`src/rtl/led_ctrl_pkg.sv`:
```
// rtl/led_ctrl_pkg.sv - shared event codes and button FSM states for the LED control path
package led_ctrl_pkg;

    typedef enum logic [2:0] {
        EVT_NONE   = 3'd0,
        EVT_SHORT  = 3'd1,
        EVT_MEDIUM = 3'd2,
        EVT_LONG   = 3'd3,
        EVT_DOUBLE = 3'd4
    } evt_code_t;

    typedef enum logic [1:0] {
        ST_IDLE   = 2'd0,
        ST_PRESS1 = 2'd1,
        ST_GAP    = 2'd2,
        ST_PRESS2 = 2'd3
    } btn_state_t;

endpackage

```
`src/rtl/button_debounce.sv`:
```
// rtl/button_debounce.sv - two-flop synchroniser plus stability-count debouncer with edge strobes
module button_debounce #(
    parameter int unsigned DEBOUNCE_CYC = 500000,
    parameter int unsigned CNT_W        = 32
) (
    input  logic pclk,
    input  logic preset_n,
    input  logic button,
    output logic level,
    output logic press_edge,
    output logic release_edge
);

    // Counter value on the last differing sample before the level flips
    localparam logic [CNT_W-1:0] STABLE_LAST = CNT_W'(DEBOUNCE_CYC - 1);

    logic [1:0]       sync_q, sync_d;
    logic             level_q, level_d;
    logic             press_edge_q, press_edge_d;
    logic             release_edge_q, release_edge_d;
    logic [CNT_W-1:0] cnt_q, cnt_d;
    logic             sample_pressed;

    assign sample_pressed = ~sync_q[1];

    // Synchroniser shift and stability counter; level flips on the DEBOUNCE_CYC-th differing sample
    always_comb begin
        sync_d         = {sync_q[0], button};
        level_d        = level_q;
        press_edge_d   = 1'b0;
        release_edge_d = 1'b0;
        cnt_d          = cnt_q;
        if (sample_pressed == level_q) begin
            cnt_d = '0;
        end else if (cnt_q == STABLE_LAST) begin
            cnt_d          = '0;
            level_d        = sample_pressed;
            press_edge_d   = sample_pressed;
            release_edge_d = ~sample_pressed;
        end else begin
            cnt_d = cnt_q + CNT_W'(1);
        end
    end

    // State registers; pin reads as released while in reset
    always_ff @(posedge pclk or negedge preset_n) begin
        if (!preset_n) begin
            sync_q         <= 2'b11;
            level_q        <= 1'b0;
            press_edge_q   <= 1'b0;
            release_edge_q <= 1'b0;
            cnt_q          <= '0;
        end else begin
            sync_q         <= sync_d;
            level_q        <= level_d;
            press_edge_q   <= press_edge_d;
            release_edge_q <= release_edge_d;
            cnt_q          <= cnt_d;
        end
    end

    assign level        = level_q;
    assign press_edge   = press_edge_q;
    assign release_edge = release_edge_q;

endmodule

```
`src/rtl/button_event_decoder.sv`:
```
// rtl/button_event_decoder.sv - classifies debounced button gestures into SHORT/MEDIUM/LONG/DOUBLE events
module button_event_decoder
    import led_ctrl_pkg::*;
#(
    parameter int unsigned DEBOUNCE_CYC = 500000,
    parameter int unsigned SHORT_MAX    = 100000000,
    parameter int unsigned LONG_MIN     = 250000000,
    parameter int unsigned DOUBLE_GAP   = 25000000,
    parameter int unsigned CNT_W        = 32
) (
    input  logic             pclk,
    input  logic             preset_n,
    input  logic             button,
    output logic             pressed,
    output logic             evt_valid,
    output logic [2:0]       evt_code,
    output logic [CNT_W-1:0] hold_cycles,
    input  logic             evt_ready,
    output logic             overrun
);

    localparam logic [CNT_W-1:0] SHORT_MAX_C  = CNT_W'(SHORT_MAX);
    localparam logic [CNT_W-1:0] LONG_MIN_C   = CNT_W'(LONG_MIN);
    localparam logic [CNT_W-1:0] DOUBLE_GAP_C = CNT_W'(DOUBLE_GAP);
    localparam logic [CNT_W-1:0] CNT_MAX      = {CNT_W{1'b1}};

    logic db_level, db_press, db_release;

    btn_state_t       state_q, state_d;
    logic [CNT_W-1:0] press_cnt_q, press_cnt_d;
    logic [CNT_W-1:0] gap_cnt_q, gap_cnt_d;
    logic [CNT_W-1:0] latch_q, latch_d;
    logic             evt_valid_q, evt_valid_d;
    evt_code_t        evt_code_q, evt_code_d;
    logic [CNT_W-1:0] hold_q, hold_d;
    logic             overrun_q, overrun_d;

    logic             emit;
    evt_code_t        emit_code;
    logic [CNT_W-1:0] emit_hold;

    button_debounce #(
        .DEBOUNCE_CYC (DEBOUNCE_CYC),
        .CNT_W        (CNT_W)
    ) u_debounce (
        .pclk         (pclk),
        .preset_n     (preset_n),
        .button       (button),
        .level        (db_level),
        .press_edge   (db_press),
        .release_edge (db_release)
    );

    // Press/gap duration counters; the edge cycle itself counts as the first cycle
    always_comb begin
        press_cnt_d = press_cnt_q;
        gap_cnt_d   = gap_cnt_q;
        if (db_press) begin
            press_cnt_d = CNT_W'(1);
        end else if (db_level && (press_cnt_q != CNT_MAX)) begin
            press_cnt_d = press_cnt_q + CNT_W'(1);
        end
        if (db_release) begin
            gap_cnt_d = CNT_W'(1);
        end else if (!db_level && (gap_cnt_q != CNT_MAX)) begin
            gap_cnt_d = gap_cnt_q + CNT_W'(1);
        end
    end

    // Gesture FSM next state; a press arriving exactly as the gap expires starts a new gesture
    always_comb begin
        state_d = state_q;
        case (state_q)
            ST_IDLE: begin
                if (db_press) state_d = ST_PRESS1;
            end
            ST_PRESS1: begin
                if (db_release) state_d = (press_cnt_q < SHORT_MAX_C) ? ST_GAP : ST_IDLE;
            end
            ST_GAP: begin
                if (gap_cnt_q >= DOUBLE_GAP_C) state_d = db_press ? ST_PRESS1 : ST_IDLE;
                else if (db_press)             state_d = ST_PRESS2;
            end
            ST_PRESS2: begin
                if (db_release) state_d = ST_IDLE;
            end
            default: state_d = ST_IDLE;
        endcase
    end

    // Gesture FSM outputs: event emission and first-press duration latch
    always_comb begin
        emit      = 1'b0;
        emit_code = EVT_NONE;
        emit_hold = '0;
        latch_d   = latch_q;
        case (state_q)
            ST_PRESS1: begin
                if (db_release) begin
                    if (press_cnt_q < SHORT_MAX_C) begin
                        latch_d = press_cnt_q;
                    end else begin
                        emit      = 1'b1;
                        emit_code = (press_cnt_q < LONG_MIN_C) ? EVT_MEDIUM : EVT_LONG;
                        emit_hold = press_cnt_q;
                    end
                end
            end
            ST_GAP: begin
                if (gap_cnt_q >= DOUBLE_GAP_C) begin
                    emit      = 1'b1;
                    emit_code = EVT_SHORT;
                    emit_hold = latch_q;
                end
            end
            ST_PRESS2: begin
                if (db_release) begin
                    emit      = 1'b1;
                    emit_code = EVT_DOUBLE;
                    emit_hold = latch_q;
                end
            end
            default: ;
        endcase
    end

    // Single-entry pending event; a new event while the old one is unaccepted is dropped
    always_comb begin
        evt_valid_d = evt_valid_q;
        evt_code_d  = evt_code_q;
        hold_d      = hold_q;
        overrun_d   = overrun_q;
        if (emit) begin
            if (!evt_valid_q || evt_ready) begin
                evt_valid_d = 1'b1;
                evt_code_d  = emit_code;
                hold_d      = emit_hold;
            end else begin
                overrun_d = 1'b1;
            end
        end else if (evt_valid_q && evt_ready) begin
            evt_valid_d = 1'b0;
            evt_code_d  = EVT_NONE;
            hold_d      = '0;
        end
    end

    // State registers
    always_ff @(posedge pclk or negedge preset_n) begin
        if (!preset_n) begin
            state_q     <= ST_IDLE;
            press_cnt_q <= '0;
            gap_cnt_q   <= '0;
            latch_q     <= '0;
            evt_valid_q <= 1'b0;
            evt_code_q  <= EVT_NONE;
            hold_q      <= '0;
            overrun_q   <= 1'b0;
        end else begin
            state_q     <= state_d;
            press_cnt_q <= press_cnt_d;
            gap_cnt_q   <= gap_cnt_d;
            latch_q     <= latch_d;
            evt_valid_q <= evt_valid_d;
            evt_code_q  <= evt_code_d;
            hold_q      <= hold_d;
            overrun_q   <= overrun_d;
        end
    end

    assign pressed     = db_level;
    assign evt_valid   = evt_valid_q;
    assign evt_code    = evt_code_q;
    assign hold_cycles = hold_q;
    assign overrun     = overrun_q;

endmodule

```
`config.mk`:
```
export PLATFORM = sky130hd
export DESIGN_NAME = button_event_decoder
export DESIGN_NICKNAME = d
export VERILOG_FILES = /design/src/rtl/led_ctrl_pkg.sv /design/src/rtl/button_debounce.sv /design/src/rtl/button_event_decoder.sv
export SDC_FILE = /design/constraint.sdc
export NUM_CORES = 1
export LEC_CHECK = 0
export BUFFER_PORTS_ARGS = -buffer_cell sky130_fd_sc_hd__buf_4
export CORE_MARGIN = 4
export CORE_UTILIZATION = 60
export DETAILED_ROUTE_END_ITERATION = 12
export PLACE_DENSITY = 0.78
export SLEW_MARGIN = 20
export SYNTH_ARGS = -nofsm -noshare
export SYNTH_HDL_FRONTEND = slang
export SYNTH_HIERARCHICAL = 1
export SYNTH_SLANG_ARGS = --single-unit
export TNS_END_PERCENT = 30
```
`constraint.sdc`:
```
create_clock -name pclk -period 3.55 [get_ports pclk]
set_clock_uncertainty 0.05 [all_clocks]
set_input_delay 0.71 -clock pclk [delete_from_list [all_inputs] [get_ports pclk]]
set_output_delay 0.71 -clock pclk [all_outputs]
set_load 0.02 [all_outputs]
```
==> results of run 1 <==
## worst min path at each step
stage,from,end,slack [ns],cells past startpoint
6_report,preset_n,latch_q[2],0.27,1
5_1_grt,u_debounce/sync_q[0],u_debounce/sync_q[1],0.31,0
4_1_cts,preset_n,hold_cycles[8],0.31,1
3_5_place_dp,u_debounce/sync_q[0],u_debounce/sync_q[1],0.30,0
3_3_place_gp,u_debounce/sync_q[0],u_debounce/sync_q[1],0.30,0
2_1_floorplan,u_debounce/sync_q[0],u_debounce/sync_q[1],0.30,0
## critical path: cells and delay by family, from the launching register on
family	cells	cell delay (ns)
compound gates	4	0.89
buf+inv	1	0.25
flops	1	0.43
simple gates	2	1.04
## placed cells by master, fill, tap and decap left out, types with 3 or more instances in the layout
cell type / n
a221o_2: 3
nand2_1: 104
a21oi_1: 36
nand4bb_1: 3
nand3b_1: 3
nand2b_1: 3
mux2i_1: 3
buf_4: 52
a21oi_2: 4
o31a_1: 3
or4_4: 4
nor4_2: 3
clkinv_2: 4
or3_1: 12
a211oi_1: 8
dfrtp_1: 170
a21o_1: 6
a221o_1: 29
and4_1: 13
nand4_1: 32
inv_1: 21
and3_1: 17
or4_1: 18
clkbuf_16: 17
nor3_1: 21
o21ai_0: 43
xor2_1: 29
nor2_1: 67
nor4_1: 9
nor2b_1: 10
xnor2_1: 23
ha_1: 4
nor3b_1: 3
and2_1: 9
o31ai_1: 21
nand3_1: 32
mux2_2: 29
clkinvlp_4: 5
## cell type report
type	count	area [µm²]	share of cell area [%]
clock buffer	18	429.2	4.370
clock inverter	14	122.6	1.249
inverter	21	78.83	0.8026
multi-input combinational	644	4212	42.88
sequential	172	4307	43.85
tap	184	230.2	2.344
timing repair buffer	55	441.7	4.497
## per-layer routing
metal  vias to the layer above  share of wire [%]  track usage (%)
li1                       3318                  -                -
met1                      3448                 44            32.63
met2                       218                 49            39.48
met3                        36                5.3            4.864
met4                         0                1.8            10.19
met5                         -                  0                0
## cell families after synthesis
logic type / after synthesis / synth area share [%]
simple gates: 380 / 23.33
mux: 32 / 4.033
xor+xnor: 52 / 5.151
flops: 172 / 48.71
buf+inv: 71 / 3.906
compound gates: 176 / 14.31
fa+ha+maj: 4 / 0.5660
## registers in the layout (all words and copies together) (netlist names), 2 cells and up
register and count:
evt_code 3, hold_cycles 32, gap_cnt_q 32, u_debounce/cnt_q 32, latch_q 32, press_cnt_q 32
u_debounce/sync_q 2, state_q 2
## power groups by stage
stage	clock, mW	combinational, mW	sequential, mW
floorplan	0	0.0220	2.03
global placement	0	0.0993	2.02
detailed placement	0	0.102	2.02
CTS	1.77	0.102	1.99
global route	1.86	0.111	1.99
finish	1.74	0.0980	1.99
==> out/qor.csv, run 1 <==
metric,value,unit
syn-num-nets,895,
clk_latency,0.43,ns
power_frac_clock,45.5,%
crit_end,hold_cycles[28],
nFillCells,1055,
startpoint,gap_cnt_q[15],
fp.dieW,129.4,µm
vias_per_cell,6.336,
post-place-ws,0.8218,ns
slew_headroom,44.76,%
slew_viol_final,0,
cp-start-kind,flip-flop,
wirelength,19.63,mm
ioPinCount,42,
hp-class,in -> async,
vdd_drop_max,351.0,µV
p_leak,4.289,nW
syn-instance-count,887,
ys_top_cells_by_area,"dfrtp_1, nand2_1, mux2_2",
max-cap-violations,0,
cts_buffers,17,
fin_util,67.83,%
share_comb_of_total_power,2.6,%
cts_resized,0,
dieArea,0.01674,mm²
worstSetupPathType,reg -> reg,
areaGrowthSynthToFinish,11.07,%
syn_area,0.008842,mm²
ys_ff_latch,172,
place.gp.congestion,0.8811,
drt_first_pass_iters,7,
cpMaxStageDelayCell,or4_1,
rsz0062_at_grt,false,
drive_above_1_share,16.45,%
min_period,2.730,ns
overflow,0,
period_share,76.89,%
seq_area_frac_synth,48.71,%
h-tree-depth,4,
cts.sinks,172,
report.final.hold_viol_count,0,
required,3.87,ns
r2r-end,hold_cycles[28],
wl_per_cell,17.72,µm
track_usage,24.49,%
finalHoldWorstSlack,0.2705,ns
worstMarginPinSlew,0.8249,ns
ant_nets,0,
post-cts-setup-buffers,0,
ff2ff_setup_slack,0.82,ns
core_region_area,0.01448,mm²
finalSetupTns,0,ns
path_max_fanout,23,
pwr-share-seq,51.9,%
slowest_delay,0.56,ns
place_inst,1076,
drcViolationCount,0,
nNetsFinal,919,
synth-edff-count,0,
grt_max_degree,86,
place_area,0.009269,mm²
clockBufferDepth,2,
intPower,2.970,mW
timing.final.ws_setup,0.8204,ns
cts_tree,built,
layout.cells.non_filler,1108,
ctsHoldBuffers,0,
power_switching,857.2,µW
sw_frac_of_total,22.40,%
row_count,44,
crit_path_end_kind,flip-flop,
antenna_found_initial,0,
clk_pin_slew,0.07,ns
synth_commonest_cells,"dfrtp_1, nand2_1, nor2_1",
r2r_cells,7,
setup_viol,0,
fmax,0.3663,GHz
grt_pass1_wl,33.17,mm
drt_iter0_drc,614,
diodes,0,
cts_root_buf,clkbuf_16,
dp_hpwl,13.02,mm
start_util,61.07,%
powerDensity,389.7,mW/mm²
die_h,129.4,µm
grt_pass1_vias,6890,
cp_cell_sequence,or4_1 > o311ai_2 > o211ai_2 > o211a_4 > nor3b_4 > buf_12 > a221o_1,
yosys_warnings,6,
p_total,3.827,mW
final_area,0.009821,mm²
yosys.cell_count.top_type,dfrtp_1,
async_reset_ff_share,100.0,%
yosysTopAreaCellShare,48.11,%
yosys.area.top_type,dfrtp_1,
timing.rr.start,gap_cnt_q[15],
worst_ep_arrival_time,3.05,ns
syn_avg_cell_area,9.969,µm²
synth_flop_cell,dfrtp_1,
vias,7020,
synth_cell_types,71,
port_buffers,41,
outcome,completed,
Power figures use the tool's default switching activity.
==> run 2: changes to the inputs <==
==> constraint.sdc (replaced) <==
create_clock -name pclk -period 2.6 [get_ports pclk]
set_clock_uncertainty 0.05 [all_clocks]
set_input_delay 0.52 -clock pclk [delete_from_list [all_inputs] [get_ports pclk]]
set_output_delay 0.52 -clock pclk [all_outputs]
set_load 0.02 [all_outputs]
==> run 2 against run 1 <==
Sequential power increased by 36%. Register-to-register slack worse by 0.74 ns. Total power grew 36%. First-iteration DRC count rose by 9.0%. Die area unchanged. Routed wire length increased by 6.1%. Utilization grew 2.1 points. Fmax grew 8.2%. Cell count increased by 2.4%. Sequential cell count is the same. Highest routed layer unchanged. Combinational power is 41% higher.
==> out/qor.csv, run 2 (same netlist as run 1, synthesis figures left out) <==
metric,value,unit,change
outcome,completed,,
sw_frac_of_total,21.07,%,-1.3 points
dp_hpwl,13.76,mm,+5.8%
slew_viol_final,0,,unchanged
cp-start-kind,flip-flop,,
r2r_cells,9,,+2
top_usage_layer,met2,,
met2_usage,43.14,%,+3.7 points
row_count,44,,unchanged
ant_nets,0,,unchanged
p_leak,4.484,nW,+4.5%
min_period,2.522,ns,-0.2073 ns
post-place-ws,0.1205,ns,-0.7013 ns
cpMaxStageDelayCell,or4_4,,
cts_buffers,17,,unchanged
cts_tree,built,,
intPower,4.116,mW,+39%
cts.sinks,172,,unchanged
place_area,0.009502,mm²,+2.5%
rsz0062_at_grt,true,,
worstSetupPathType,reg -> reg,,
grt_use_met3,5.359,%,+0.49 points
share_comb_of_total_power,2.7,%,about the same
crit_end,hold_cycles[17],,
grtUsageMet1,32.74,%,+0.12 points
timing.final.ws_setup,0.07763,ns,-0.7427 ns
grt_max_degree,64,,-26%
path_max_fanout,12,,-48%
drt_first_pass_iters,7,,unchanged
core_region_area,0.01448,mm²,unchanged
power_frac_clock,45.3,%,-0.2 points
ff2ff_setup_slack,0.08,ns,-0.74 ns
start_util,61.07,%,unchanged
period_share,97.01,%,+20 points
grt_pass1_vias,7120,,+3.3%
vdd_drop_max,476.5,µV,+36%
vias,7261,,+3.4%
final_common_cell,dfrtp_1,,
min_from,button,,
final_area,0.01012,mm²,+3.1%
ioPinCount,42,,unchanged
diodes,0,,unchanged
max-cap-violations,0,,unchanged
startpoint,gap_cnt_q[15],,
areaGrowthSynthToFinish,14.48,%,
layout_common_cells,"dfrtp_1, nand2_1, buf_4, nor2_1, o21ai_0",,
cp_cell_sequence,or4_4 > o311ai_4 > o211ai_2 > buf_4 > o211a_4 > nor3b_4 > buf_6 > buf_12 > a221o_1,,
drcViolationCount,0,,unchanged
track_usage,25.75,%,+1.3 points
port_buffers,41,,unchanged
worstMarginPinSlew,0.4944,ns,-0.3305 ns
grt_pass1_wl,34.58,mm,+4.2%
wl_per_cell,18.34,µm,+3.5%
cts_root_buf,clkbuf_16,,
slew_headroom,67.04,%,+22 points
place.gp.congestion,0.9106,,+3.3%
required,2.91,ns,-0.96 ns
overflow,0,,unchanged
timing.rr.start,gap_cnt_q[15],,
clockBufferDepth,2,,unchanged
r2r-end,hold_cycles[17],,
powerDensity,515.1,mW/mm²,+32%
wirelength,20.82,mm,+6.1%
report.final.hold_viol_count,0,,unchanged
clk_pin_slew,0.06,ns,about the same
h-tree-depth,4,,unchanged
setup_viol,0,,unchanged
p_total,5.214,mW,+36%
die_h,129.4,µm,unchanged
hp-class,in -> reg,,
nFillCells,1047,,-0.76%
worst_ep_arrival_time,2.83,ns,-0.22 ns
antenna_found_initial,0,,unchanged
power_switching,1.099,mW,+28%
drive_above_1_share,18.93,%,+2.5 points
fmax,0.3965,GHz,+8.2%
fp.dieW,129.4,µm,unchanged
crit_path_end_kind,flip-flop,,
drt_iter0_drc,669,,+9.0%
clk_latency,0.43,ns,about the same
slowest_delay,0.54,ns,-0.02 ns
vias_per_cell,6.397,,+0.97%
pwr-share-seq,52.1,%,+0.2 points
dieArea,0.01674,mm²,unchanged
nNetsFinal,948,,+3.2%
-- run 2: cell count changes in the layout (fill, tap and decap cells not counted), sizes merged --
cell	delta
clkbuf	+5
clkinvlp	-5
dlygate4sd3	+1
inv	-2
buf	+27
clkinv	+1
-- run 2: layout make-up --
cell class | instances | area (µm²) | area share [%]
multi-input cells | 644 | 4239 | 41.88
clock inverters | 8 | 68.82 | 0.6799
flip-flops and latches | 172 | 4307 | 42.55
repair buffers | 84 | 724.4 | 7.157
inverters | 21 | 78.83 | 0.7787
well taps | 184 | 230.2 | 2.274
clock buffers | 22 | 474.2 | 4.685
-- run 2: power by group through the flow --
stage	combinational, mW	sequential (mW)	clock [mW]
after floorplan	0.0301	2.78	0
after global placement	0.138	2.76	0
after detailed placement	0.142	2.76	0
after CTS	0.144	2.71	2.41
after global routing	0.157	2.71	2.51
final	0.138	2.71	2.36
-- run 2: layer usage --
layer | wire length [µm] | vias up
met5 | 0 | -
met4 | 497 | 0
met3 | 1111 | 44
met1 | 8802 | 3647
met2 | 10410 | 224
li1 | - | 3346
-- run 2: how the worst min path moves through the flow --
| stage | to | cells after the start |
|---|---|---|
| finish | u_debounce/sync_q[0] | 1 |
| global route | u_debounce/sync_q[0] | 1 |
| CTS | u_debounce/sync_q[0] | 1 |
| detailed placement | u_debounce/sync_q[1] | 0 |
| global placement | u_debounce/sync_q[1] | 0 |
| floorplan | evt_code[0] | 0 |
-- run 2: worst max-delay path: cells and delay by family (launching register included) --
family | cells | cell delay, ns
compound gates | 4 | 0.81
buf+inv | 3 | 0.48
flops | 1 | 0.39
simple gates | 2 | 0.73
-- run 2: repair_timing --
item | in CTS | in global routing
hold endpoints to repair | 10 | 0
resized for setup | 0 | 7
buffers inserted | 0 | 1
endpoints found under the setup margin | 0 | 33
hold buffers | 1 | 0
-- run 2: through the flow --
step	TNS, ns	utilization, %	hold WS, ns	cells
6_report	0	69.91	0.1518	1135
5_1_grt	-0.01110	69.91	0.1331	1135
4_1_cts	0	69.44	0.1339	1133
3_5_place_dp	0	65.62	0.3006	1102
3_3_place_gp	0	65.62	0.2986	1102
2_1_floorplan	0	-	0.1744	887
==> run 3: changes to the inputs <==
--- a/config.mk
+++ b/config.mk
@@ -10,9 +10,9 @@
 export CORE_UTILIZATION = 60
 export DETAILED_ROUTE_END_ITERATION = 12
 export PLACE_DENSITY = 0.78
+export RECOVER_POWER = 100
 export SLEW_MARGIN = 20
 export SYNTH_ARGS = -nofsm -noshare
 export SYNTH_HDL_FRONTEND = slang
-export SYNTH_HIERARCHICAL = 1
 export SYNTH_SLANG_ARGS = --single-unit
 export TNS_END_PERCENT = 30
==> run 3 against run 2 <==
Area after synthesis shrank 3.7%. Hold slack lost 0.0076 ns. Sequential cell count is the same. Largest power group unchanged. Fmax shrank 0.23%. Sequential share of layout area grew 2.1 points. Largest cell class unchanged.
==> out/qor.csv, run 3 <==
metric,value,unit,change
crit_path_end_kind,flip-flop,,
period_share,97.23,%,+0.22 points
port_buffers,41,,unchanged
final_common_cell,dfrtp_1,,
overflow,0,,unchanged
seq_area_frac_synth,50.60,%,+1.9 points
ff2ff_setup_slack,0.07,ns,about the same
wl_per_cell,17.45,µm,-4.9%
worst_ep_arrival_time,2.84,ns,about the same
clk_latency,0.44,ns,about the same
start_util,61.31,%,+0.24 points
core_region_area,0.01388,mm²,-4.1%
worstSetupPathType,reg -> reg,,
finalHoldWorstSlack,0.1443,ns,-0.007551 ns
wl_met1,8.183,mm,-7.0%
cts_buffers,17,,unchanged
syn-num-nets,868,,-3.0%
min_to,u_debounce.sync_q[0],,
syn-instance-count,860,,-3.0%
post-cts-setup-buffers,0,,unchanged
wl_met2,9.949,mm,-4.4%
share_comb_of_total_power,2.0,%,-0.7 points
setup_viol,0,,unchanged
r2r-end,hold_cycles[27],,
final_area,0.009637,mm²,-4.8%
synth_commonest_cells,"dfrtp_1, nand2_1, nor2_1",,
fp.dieW,127.1,µm,-1.8%
antenna_found_initial,0,,unchanged
synth-edff-count,0,,unchanged
ant_nets,0,,unchanged
cts_root_buf,clkbuf_16,,
hold_path_depth,1,,unchanged
min_period,2.528,ns,+0.005704 ns
place.gp.congestion,0.9326,,+2.4%
yosys.cell_count.top_type,dfrtp_1,,
vdd_drop_max,450.3,µV,-5.5%
p_leak,4.397,nW,-1.9%
fmax,0.3956,GHz,-0.23%
ys_ff_latch,172,,unchanged
vias,6886,,-5.2%
worstMarginPinSlew,1.280,ns,+0.7857 ns
yosys.area_share.xor_xnor,7.821,%,+2.7 points
async_reset_ff_share,100.0,%,unchanged
syn_avg_cell_area,9.896,µm²,-0.73%
drcViolationCount,0,,unchanged
synthSimpleGateAreaFrac,22.99,%,-0.34 points
max-cap-violations,0,,unchanged
vias_per_cell,6.192,,-3.2%
p_total,5.311,mW,+1.9%
synth_flop_cell,dfrtp_1,,
synth.mux.area_fraction,4.469,%,+0.44 points
syn_area,0.008511,mm²,-3.7%
rsz0062_at_grt,true,,
cts_tree,built,,
path_max_fanout,5,,-7
drive_above_1_share,12.02,%,-6.9 points
timing.rr.start,gap_cnt_q[28],,
nFillCells,1038,,-0.86%
nNetsFinal,927,,-2.2%
cp-start-kind,flip-flop,,
ys_top_cells_by_area,"dfrtp_1, xor2_1, nand2_1",,
yosys.area.top_type,dfrtp_1,,
power_frac_clock,47.1,%,+1.8 points
grt_max_degree,53,,-17%
yosysTopAreaCellShare,49.99,%,+1.9 points
areaGrowthSynthToFinish,13.23,%,
yosys.area_share.adder,0.5881,%,+0.022 points
report.final.hold_viol_count,0,,unchanged
place_area,0.009233,mm²,-2.8%
finalSetupTns,0,ns,unchanged
die_h,127.1,µm,-1.8%
diodes,0,,unchanged
pwr-share-seq,50.9,%,-1.2 points
clk_pin_slew,0.06,ns,about the same
slew_headroom,14.66,%,-52 points
r2r_cells,7,,-2
grt_pass1_vias,6895,,-3.2%
layout_common_cells,"dfrtp_1, nand2_1, nor2_1, xor2_1",,
met3WireLength,918,µm,-17%
min_from,button,,
track_usage,25.28,%,-0.47 points
drt_first_pass_iters,6,,-1
clockBufferDepth,2,,unchanged
dieArea,0.01615,mm²,-3.5%
cts.sinks,172,,unchanged
required,2.91,ns,about the same
wirelength,19.40,mm,-6.8%
h-tree-depth,4,,unchanged
outcome,completed,,
dp_hpwl,13.21,mm,-4.0%
power_switching,1.153,mW,+4.9%
slew_viol_final,0,,unchanged
synth_cell_types,55,,-23%
intPower,4.158,mW,+1.0%
synth_top_family_by_area,simple AND/OR/NAND/NOR gates,,
synth_compound_area_share,10.44,%,-3.9 points
powerDensity,551.1,mW/mm²,+7.0%
sw_frac_of_total,21.70,%,+0.63 points
ioPinCount,42,,unchanged
row_count,43,,-2.3%
yosys_warnings,0,,-6
grt_pass1_wl,33.31,mm,-3.7%
drt_iter0_drc,548,,-18%
top_layer_used,met4,,
hp-class,in -> reg,,
[run 3: cell types whose count changed in the layout (fill, tap and decap cells not counted), moves of 18 or more]
cell      before  now
mux2_2        29    8
clkbuf_1       2   44
nor2_1        67   97
a21oi_1       36   16
mux2_4         0   18
buf_4         74   32
xor2_1        29   52
o31ai_1       21    3
[run 3: layout make-up]
type / count / area [µm²] / area share (%)
clock buffer: 19 / 442.9 / 4.596
clock inverter: 13 / 141.4 / 1.467
inverter: 12 / 45.04 / 0.4674
multi-input combinational: 628 / 3948 / 40.96
sequential: 172 / 4307 / 44.69
tap: 180 / 225.2 / 2.337
timing repair buffer: 88 / 528.0 / 5.479
[run 3: critical path, stage by stage (launching register included)]
cell,delay (ns)
dfrtp_1,0.40
or4_1,0.53
nor4_1,0.19
o311a_1,0.26
a21boi_1,0.13
buf_4,0.17
or4b_2,0.63
nand3_1,0.10
[run 3: kinds of logic after synthesis]
| kind of cell | after synthesis |
|---|---|
| xor gates and xnor gates | 76 |
| muxes | 28 |
| adders and majority gates | 4 |
| DFF | 172 |
| and+or+nand+nor | 393 |
| AOI/OAI and AO/OA | 127 |
| buffers and inverters | 60 |
[run 3: layer usage]
metal | vias to the layer above | track usage [%]
met4 | 0 | 8.896
met2 | 207 | 42.81
met1 | 3466 | 32.71
met3 | 37 | 4.933
met5 | - | 0
li1 | 3176 | -
[run 3: worst max path at each step]
stage                               start              end  slack (ns)  cells after the start
final                       gap_cnt_q[28]  hold_cycles[27]        0.07                      7
after global routing      press_cnt_q[31]  hold_cycles[21]       -0.03                      7
after floorplan           press_cnt_q[17]      latch_q[10]       0.005                      8
after detailed placement  press_cnt_q[31]      latch_q[13]        0.02                      5
after CTS                 press_cnt_q[17]      latch_q[13]       0.009                      6
after global placement    press_cnt_q[17]       latch_q[9]        0.05                      6
[run 3: through the flow]
| stage | setup WS [ns] | std cells | util [%] |
|---|---|---|---|
| floorplan | 0.005298 | 860 | - |
| global placement | 0.05335 | 1079 | 66.51 |
| detailed placement | 0.02279 | 1079 | 66.51 |
| CTS | 0.009440 | 1112 | 70.80 |
| global route | -0.02669 | 1112 | 69.42 |
| finish | 0.07192 | 1112 | 69.42 |
[run 3: power groups by stage]
stage	Clock, mW	Sequential, mW	Combinational [mW]
5_1_grt	2.66	2.70	0.125
3_3_place_gp	0	2.75	0.121
3_5_place_dp	0	2.75	0.126
2_1_floorplan	0	2.76	0.0249
4_1_cts	2.54	2.70	0.128
6_report	2.50	2.70	0.108
[run 3: what timing repair did]
action                                 CTS  global route
setup endpoints to repair                0            33
endpoints found under the hold margin    9             0
resized for setup                        0             4
hold buffers                             1             0
